==> src/rtl/mmram_match_ctrl.sv <==
// mmram_match_ctrl: sequencer for the matching memory of the data-driven pipeline.
// Hashes each incoming operand tag to an MMRAM slot, looks the slot up in a
// local occupancy/tag table and issues exactly one access per packet:
// park (WR_E), fire pair (DEL) or constant bypass (DEL at slot 0).
// Optional feature: define MMRAM_PROBE_EN to enable linear probing on a
// collision (PROBE_DEPTH slots, home slot included).
module mmram_match_ctrl #(
  parameter int ADDR_W      = 6,
  parameter int TAG_W       = 18,
  parameter int PROBE_DEPTH = 4
) (
  input  logic              CLK,
  input  logic              MR_N,
  input  logic              pkt_valid,
  output logic              pkt_ready,
  input  logic [2:0]        pkt_color,
  input  logic [7:0]        pkt_gen,
  input  logic [6:0]        pkt_dest,
  input  logic              pkt_match,
  output logic              mm_req,
  output logic              mm_wr_e,
  output logic              mm_del,
  output logic [ADDR_W-1:0] mm_addr,
  input  logic              mm_done,
  output logic [ADDR_W:0]   occ_count,
  output logic              full,
  output logic              err_collision
);

  localparam int SLOTS = (1 << ADDR_W) - 1;
  localparam logic [ADDR_W:0] SLOTS_C = {1'b0, {ADDR_W{1'b1}}};

  if (PROBE_DEPTH < 1 || PROBE_DEPTH > 8) begin : g_bad_probe_depth
    $error("mmram_match_ctrl: PROBE_DEPTH must be within 1..8");
  end

  typedef enum logic [1:0] {IDLE, LOOKUP, ISSUE} state_t;

  state_t              state_q, state_d;
  logic [TAG_W-1:0]    tag_q, tag_d;
  logic                match_q, match_d;
  logic [ADDR_W-1:0]   addr_q, addr_d;
  logic                req_q, req_d;
  logic                wr_q, wr_d;
  logic                del_q, del_d;
  logic                ready_q, ready_d;
  logic                err_q, err_d;
  logic [SLOTS:0]      occ_q, occ_d;
  logic [ADDR_W:0]     count_q, count_d;
  logic [TAG_W-1:0]    tag_mem [0:SLOTS];
  logic [ADDR_W-1:0]   hash;
  logic                slot_occ;
  logic                slot_hit;
`ifdef MMRAM_PROBE_EN
  logic [3:0]          probe_q, probe_d;
  logic                found_q, found_d;
  logic [ADDR_W-1:0]   empty_addr_q, empty_addr_d;
  logic [ADDR_W-1:0]   next_addr;
`endif

  // Home slot of the presented tag; a zero hash is folded onto the last slot
  // because slot 0 is reserved for constant bypass.
  always_comb begin
    hash = ADDR_W'(pkt_dest[5:0] ^ pkt_gen[5:0] ^ {3'b000, pkt_color});
    if (hash == '0) begin
      hash = SLOTS_C[ADDR_W-1:0];
    end
  end

  // Next-state and output computation for the IDLE/LOOKUP/ISSUE sequencer.
  always_comb begin
    state_d  = state_q;
    tag_d    = tag_q;
    match_d  = match_q;
    addr_d   = addr_q;
    req_d    = req_q;
    wr_d     = wr_q;
    del_d    = del_q;
    ready_d  = ready_q;
    err_d    = 1'b0;
    occ_d    = occ_q;
    count_d  = count_q;
`ifdef MMRAM_PROBE_EN
    probe_d      = probe_q;
    found_d      = found_q;
    empty_addr_d = empty_addr_q;
    next_addr    = (addr_q == SLOTS_C[ADDR_W-1:0]) ? ADDR_W'(1) : addr_q + ADDR_W'(1);
`endif
    slot_occ = occ_q[addr_q];
    slot_hit = slot_occ && (tag_mem[addr_q] == tag_q);

    case (state_q)
      IDLE: begin
        ready_d = 1'b1;
        if (pkt_valid && ready_q) begin
          tag_d   = {pkt_color, pkt_gen, pkt_dest};
          match_d = pkt_match;
          addr_d  = hash;
          ready_d = 1'b0;
          state_d = LOOKUP;
`ifdef MMRAM_PROBE_EN
          probe_d = 4'd1;
          found_d = 1'b0;
`endif
        end
      end

      LOOKUP: begin
        if (!match_q) begin
          addr_d  = '0;
          wr_d    = 1'b0;
          del_d   = 1'b1;
          req_d   = 1'b1;
          state_d = ISSUE;
        end else if (slot_hit) begin
          wr_d    = 1'b0;
          del_d   = 1'b1;
          req_d   = 1'b1;
          state_d = ISSUE;
`ifdef MMRAM_PROBE_EN
        end else if (probe_q == 4'(PROBE_DEPTH)) begin
          // The whole chain has been scanned without a tag hit, so it is now
          // safe to park in the first hole seen.
          if (found_q || (!slot_occ && !full)) begin
            addr_d  = found_q ? empty_addr_q : addr_q;
            wr_d    = 1'b1;
            del_d   = 1'b0;
            req_d   = 1'b1;
            state_d = ISSUE;
          end else begin
            err_d   = 1'b1;
            ready_d = 1'b1;
            state_d = IDLE;
          end
        end else begin
          if (!slot_occ && !found_q && !full) begin
            found_d      = 1'b1;
            empty_addr_d = addr_q;
          end
          addr_d  = next_addr;
          probe_d = probe_q + 4'd1;
`else
        end else if (!slot_occ && !full) begin
          wr_d    = 1'b1;
          del_d   = 1'b0;
          req_d   = 1'b1;
          state_d = ISSUE;
        end else begin
          err_d   = 1'b1;
          ready_d = 1'b1;
          state_d = IDLE;
`endif
        end
      end

      ISSUE: begin
        if (mm_done) begin
          req_d   = 1'b0;
          wr_d    = 1'b0;
          del_d   = 1'b0;
          ready_d = 1'b1;
          state_d = IDLE;
          if (wr_q) begin
            occ_d[addr_q] = 1'b1;
            count_d       = count_q + (ADDR_W+1)'(1);
          end else if (del_q && (addr_q != '0)) begin
            occ_d[addr_q] = 1'b0;
            count_d       = count_q - (ADDR_W+1)'(1);
          end
        end
      end

      default: begin
        state_d = IDLE;
      end
    endcase
  end

  // State, registered outputs and the occupancy table; reset drops any access.
  always_ff @(posedge CLK or negedge MR_N) begin
    if (!MR_N) begin
      state_q <= IDLE;
      tag_q   <= '0;
      match_q <= 1'b0;
      addr_q  <= '0;
      req_q   <= 1'b0;
      wr_q    <= 1'b0;
      del_q   <= 1'b0;
      ready_q <= 1'b0;
      err_q   <= 1'b0;
      occ_q   <= '0;
      count_q <= '0;
`ifdef MMRAM_PROBE_EN
      probe_q      <= '0;
      found_q      <= 1'b0;
      empty_addr_q <= '0;
`endif
    end else begin
      state_q <= state_d;
      tag_q   <= tag_d;
      match_q <= match_d;
      addr_q  <= addr_d;
      req_q   <= req_d;
      wr_q    <= wr_d;
      del_q   <= del_d;
      ready_q <= ready_d;
      err_q   <= err_d;
      occ_q   <= occ_d;
      count_q <= count_d;
`ifdef MMRAM_PROBE_EN
      probe_q      <= probe_d;
      found_q      <= found_d;
      empty_addr_q <= empty_addr_d;
`endif
    end
  end

  // Stored tags need no reset: an entry is only trusted while its occupancy bit is set.
  always_ff @(posedge CLK) begin
    if ((state_q == ISSUE) && mm_done && wr_q) begin
      tag_mem[addr_q] <= tag_q;
    end
  end

  assign pkt_ready     = ready_q;
  assign mm_req        = req_q;
  assign mm_wr_e       = wr_q;
  assign mm_del        = del_q;
  assign mm_addr       = addr_q;
  assign occ_count     = count_q;
  assign full          = (count_q == SLOTS_C);
  assign err_collision = err_q;

endmodule

==> config.mk <==
export PLATFORM = sky130hd
export DESIGN_NAME = mmram_match_ctrl
export DESIGN_NICKNAME = d
export VERILOG_FILES = /design/src/rtl/mmram_match_ctrl.sv
export SDC_FILE = /design/constraint.sdc
export NUM_CORES = 1
export LEC_CHECK = 0
export CORE_UTILIZATION = 45
export CTS_CLUSTER_SIZE = 14
export DETAILED_ROUTE_END_ITERATION = 7
export GPL_ROUTABILITY_DRIVEN = 0
export PLACE_DENSITY = 0.61
export SLEW_MARGIN = 20
export SYNTH_ARGS = -nofsm -noshare
export SYNTH_HDL_FRONTEND = slang
export SYNTH_SLANG_ARGS = --single-unit
export TNS_END_PERCENT = 5
==> constraint.sdc <==
create_clock -name CLK -period 9.76 [get_ports CLK]
set_input_delay 1.952 -clock CLK [delete_from_list [all_inputs] [get_ports CLK]]
set_output_delay 1.952 -clock CLK [all_outputs]
set_load 0.1 [all_outputs]
==> flow_summary.json, run 1 <==
{
  "antenna_found_initial": 7,
  "synth_cell_type_count": 79,
  "syn_nets": 2915,
  "synth_xor_area_share_pct": 0.506,
  "cts_sinks": 1255,
  "drt-initial-drc-count": 4469,
  "placed_cells": 4345,
  "synth-async-reset-ratio_pct": 8.21,
  "num_io_pins": 42,
  "die_area_sq_um": 113000,
  "final_nets": 3022,
  "grt_setup_unrepaired": "no",
  "avgSynthCellArea_sq_um": 17.4,
  "yosys_most_used_dff": "edfxtp_1",
  "clkSlewWorstSetupHoldPaths_ps": 60,
  "areaGrowthSynthToFinish_pct": 13.6,
  "max-clock-path-buffers": 3,
  "fp.dieH_microns": 336,
  "synth_area_leaders": "edfxtp_1, dfrtp_1, mux4_2, mux2i_1, mux2_2",
  "root_buffer": "clkbuf_16",
  "setup_viol": 0,
  "rows": 122,
  "wl_per_cell_microns": 34.1,
  "vias": 29700,
  "postCtsHoldBufs": 0,
  "power.leakage_nw": 18.2,
  "final_core_util_pct": 51.5,
  "die_x_microns": 336,
  "cp-end-kind": "flop",
  "grt_pass1_wl_microns": 220000,
  "required_ps": 10360,
  "hold_viol": 0,
  "synthSimpleGateAreaFrac_pct": 3.76,
  "synth_compound_area_share_pct": 9.12,
  "drive_gt1_share_pct": 21.3,
  "ys_seq_area_share_pct": 74.1,
  "grt_pass1_vias": 28800,
  "cts.htree.levels": 4,
  "finalClockSkew_ps": 30.7,
  "cts_buffers": 131,
  "grt_max_degree": 109,
  "post_cts_buffers": 0,
  "port_buffers": 41,
  "tightestPinTransition_ps": 1230,
  "drt-vias-per-instance": 6.49,
  "ant_nets": 0,
  "crit_path_start_kind": "flop",
  "muxShareOfSynthArea_pct": 10.2,
  "fin_crit_sh_pct": 64.4,
  "crit_fanout": 55,
  "grt_usage_pct": 27.7,
  "dpl_cell_area_sq_um": 52800,
  "synth-seq-cells": 1255,
  "synth_top_area_share_pct": 69.0,
  "fmax_mhz": 159,
  "min_period_ps": 6280,
  "finalWirelength_microns": 156000,
  "peakVddDrop_mv": 0.259,
  "hpwl_microns": 91000,
  "synthCells": 2883,
  "drv_slew": 0,
  "cts_resized": 0,
  "core_sq_um": 111000,
  "slew-limit-headroom_pct": 18.1,
  "setup_tns_ps": 0,
  "start_util_pct": 45.3,
  "cts_tree": "yes",
  "grt.overflow.total": 0,
  "maxCapViolations": 0,
  "design_area_sq_um": 57000,
  "worstSetupPathType": "reg -> reg",
  "synth-edff-count": 1152,
  "fin_cells": 4583,
  "fillers": 8826,
  "p_per_area_nw_per_um2": 291,
  "drc": 0,
  "netlist_area_sq_um": 50200,
  "yosys.area.top_type": "edfxtp_1",
  "outcome": "finished, final reports clean",
  "drt_pre_antenna_iters": 6,
  "arrival_ps": 6880,
  "synth-adder-area-share_pct": 0.239,
  "clk_latency_ps": 750,
  "min_path_type": "reg -> reg",
  "synth_top_family_by_area": "multiplexers",
  "yosys_warnings": 0
}
-- kinds of logic (layout without fill, tap and decap cells) --
group                    Yosys count  after routing
XOR/XNOR                          29             29
buffers and inverters            215            425
other                              0              2
AO/OA/AOI/OAI                    653            653
AND/OR/NAND/NOR                  357            357
adder cells (fa/ha/maj)            9              9
flip-flops                      1255           1255
multiplexers                     365            365
-- worst max-delay path, cell delays in order, from the launching register on --
cell       delay [ps]
dfrtp_4           980
buf_4             590
buf_4             590
mux4_2            390
mux2i_1           440
o22a_1            250
o221ai_1          300
a2111oi_0         630
xor2_1            270
nand4_1           140
nor4bb_1          980
o211ai_1          350
mux2i_1           190
-- worst paths after layout --
kind / startpoint / endpoint / slack (ps) / cells past startpoint
setup / recovery: mm_addr[2] / pkt_ready / 3480 / 12
max in group asynchronous: MR_N / mm_addr[2] / 7190 / 2
min in group asynchronous: MR_N / mm_addr[1] / 1180 / 1
hold reg to reg: flop / flop / 470 / 1
setup reg to reg: mm_addr[2] / pkt_ready / 3480 / 12
hold / removal: flop / flop / 470 / 1
-- registers in the layout, summed over array words and instances, names as in the netlist, named ones only --
name,flops
match_q,1
err_collision,1
tag_q,18
mm_addr,6
occ_count,7
tag_mem,1152
state_q,2
mm_wr_e,1
mm_req,1
mm_del,1
pkt_ready,1
-- stage by stage --
| stage | setup WS [ps] | hold WS, ps | total power [mW] |
|---|---|---|---|
| finish | 3480 | 474 | 16.6 |
| global placement | 3690 | 470 | 11.6 |
| detailed placement | 3660 | 474 | 11.7 |
| CTS | 3560 | 487 | 16.5 |
| global route | 3460 | 516 | 17.0 |
| floorplan | 5360 | 435 | 9.67 |
-- cells in the mapped netlist (15+ instances only) --
| cell type | n |
|---|---|
| mux4_2 | 103 |
| nand2b_1 | 28 |
| o21ai_0 | 183 |
| o2bb2ai_1 | 16 |
| nand3_1 | 15 |
| a221o_1 | 36 |
| and3b_1 | 17 |
| mux2_2 | 119 |
| a211oi_1 | 15 |
| a22oi_1 | 67 |
| a22o_1 | 29 |
| a31oi_1 | 28 |
| edfxtp_1 | 1152 |
| clkbuf_1 | 78 |
| o22a_1 | 15 |
| buf_2 | 74 |
| a21oi_1 | 55 |
| nor2_1 | 101 |
| buf_4 | 24 |
| dfrtp_1 | 103 |
| mux2i_1 | 142 |
| buf_1 | 19 |
| o22ai_1 | 48 |
| a221oi_1 | 95 |
| nand2_1 | 91 |
| xnor2_1 | 21 |
-- placed cells by master (no fill, tap or decap), drive strengths merged, types with 67 or more instances in the layout --
cell type	n
mux2i	142
buf	140
clkbuf	168
edfxtp	1152
mux4	103
a221oi	95
o21ai	184
nand2	91
mux2	120
nor2	101
a22oi	67
dfrtp	103
-- power breakdown --
group / internal, mW / leakage [nW] / switching [mW]
sequential: 6.75 / 11.7 / 0.208
combinational: 1.32 / 4.48 / 3.42
clock: 2.82 / 2.02 / 2.07
total: 10.9 / 18.2 / 5.70
-- area by class of cell --
class                           instances  area (sq um)  area share (%)
Antenna cell                            2          5.00         0.00878
Clock buffer                          168          3510            6.16
Clock inverter                         68           648            1.14
Inverter                                9          36.3          0.0637
Multi-Input combinational cell       1413         12200            21.5
Sequential cell                      1255         37200            65.3
Tap cell                             1488          1860            3.27
Timing Repair Buffer                  180          1480            2.59
-- layer usage --
layer,vias up,track usage (%),part of all wire [%]
li1,12000,-,-
met1,15500,38.2,39
met2,1906,41.4,45
met3,373,6.83,11
met4,4,13.1,5.0
met5,-,0,0.015
(Power assumes the default switching activity.)
==> run 2: changes to the inputs <==
clock period = 5.9 ns   (was 9.76 ns; I/O delays follow)
==> flow_summary.json, run 2 (synthesized netlist as in run 1, its figures left out) <==
{
  "outcome": "finished with violations",
  "failed_checks": "design-rule violations",
  "pwr-share-comb_pct": 28.9,
  "clock_power_share_pct": 29.2,
  "holdWs_ps": 390,
  "cts.htree.levels": 4,
  "largest_reg_flops": 1152,
  "drt-vias-per-instance": 6.47,
  "ant_nets": 0,
  "arrival_ps": 5990,
  "grt.overflow.total": 0,
  "layout_common_cells": "edfxtp_1, o21ai_0, buf_4",
  "cp-end-kind": "flop",
  "p_per_area_nw_per_um2": 481,
  "final-seq-area_sq_um": 37200,
  "crit_fanout": 31,
  "power_switching_mw": 9.61,
  "r2r_slack_ps": 530,
  "fin_crit_sh_pct": 91.1,
  "grt_usage_pct": 28.2,
  "hpwl_microns": 97000,
  "die_x_microns": 336,
  "grt_pass1_vias": 28900,
  "post_cts_buffers": 0,
  "multiInputGateArea_sq_um": 12200,
  "cts_buffers": 133,
  "antenna_found_initial": 4,
  "drv_slew": 0,
  "swShare_pct": 34.8,
  "rows": 122,
  "final_nets": 3076,
  "num_io_pins": 42,
  "power.leakage_nw": 18.5,
  "drt_pre_antenna_iters": 8,
  "cts_sinks": 1255,
  "slew-limit-headroom_pct": 17.6,
  "clk_latency_ps": 760,
  "worstSetupPathType": "reg -> reg",
  "finalClockSkew_ps": 26.1,
  "grt_setup_unrepaired": "no",
  "final_core_util_pct": 51.9,
  "fmax_mhz": 186,
  "hold_viol": 0,
  "final_common_cell": "edfxtp_1",
  "cts_resized": 0,
  "areaGrowthSynthToFinish_pct": 14.5,
  "core_sq_um": 111000,
  "postCtsHoldBufs": 0,
  "max-clock-path-buffers": 3,
  "p_int_mw": 18.0,
  "vias": 30000,
  "drt-initial-drc-count": 5034,
  "wl_per_cell_microns": 34.2,
  "finalWirelength_microns": 159000,
  "min_period_ps": 5370,
  "peakVddDrop_mv": 0.316,
  "clkSlewWorstSetupHoldPaths_ps": 60,
  "grt_max_degree": 90,
  "drc": 1,
  "required_ps": 6520,
  "grt_pass1_wl_microns": 222000,
  "maxCapViolations": 0,
  "die_area_sq_um": 113000,
  "min_path_type": "in -> async",
  "cts_tree": "yes",
  "port_buffers": 41,
  "tightestPinTransition_ps": 1230,
  "crit_path_start_kind": "flop",
  "seq_power_share_pct": 41.9,
  "setup_tns_ps": 0,
  "root_buffer": "clkbuf_16",
  "drive_gt1_share_pct": 22.7,
  "setup_viol": 0,
  "largest_register": "tag_mem",
  "start_util_pct": 45.3,
  "fillers": 8784,
  "fp.dieH_microns": 336
}
## run 2: cell count changes in the layout (fill, tap and decap cells not counted), sizes merged
cell / change
buf: +52
clkinvlp: -1
clkinv: +10
bufinv: -3
clkbuf: -2
## run 2: per-stage QoR
stage               total power, mW  setup WS [ps]  instances  area (sq um)
finish                         27.6            527       4639         57500
global route                   28.2            647       4637         57500
CTS                            27.4            713       4637         57400
detailed placement             19.5            736       4397         53300
global placement               19.3            721       4397         53300
floorplan                      16.0           1710       2883         50200
## run 2: critical path, stage by stage, from the launching register on
cell      delay, ps
dfrtp_4         880
buf_4           450
and3b_1         250
buf_4           190
a22o_1          250
o41ai_2         620
o211ai_1        280
nor4bb_1        390
xor2_1          240
nand4_1         130
nor4bb_1       1000
o211ai_1        320
mux2i_1         190
## run 2: final cells by class
class / instances / share of cell area, %
Clock inverter: 74 / 1.16
Timing Repair Buffer: 232 / 3.53
Multi-Input combinational cell: 1413 / 21.2
Clock buffer: 166 / 6.08
Inverter: 9 / 0.0631
Tap cell: 1488 / 3.24
Antenna cell: 2 / 0.00871
Sequential cell: 1255 / 64.7
## run 2: worst paths after layout
path | from | cells past startpoint | end
max | mm_addr[0] | 12 | pkt_ready
min in group CLK | flop | 1 | flop
max in group asynchronous | MR_N | 2 | mm_addr[1]
max reg2reg | mm_addr[0] | 12 | pkt_ready
min | MR_N | 1 | asynchronous set/reset pin
min reg2reg | flop | 1 | flop
## run 2: power groups by stage
stage | clock network [mW] | registers, mW | logic [mW]
6_report | 8.05 | 11.6 | 7.98
5_1_grt | 8.41 | 11.6 | 8.16
4_1_cts | 8.11 | 11.6 | 7.77
3_5_place_dp | 0 | 11.7 | 7.74
3_3_place_gp | 0 | 11.7 | 7.62
2_1_floorplan | 0 | 12.4 | 3.61
## run 2: layer usage
layer	up-vias	wire (microns)	global-route usage, %
met4	2	8340	13.4
met1	15500	61000	38.5
li1	12100	-	-
met2	2067	71600	42.5
met5	-	10	0
met3	407	17800	6.85
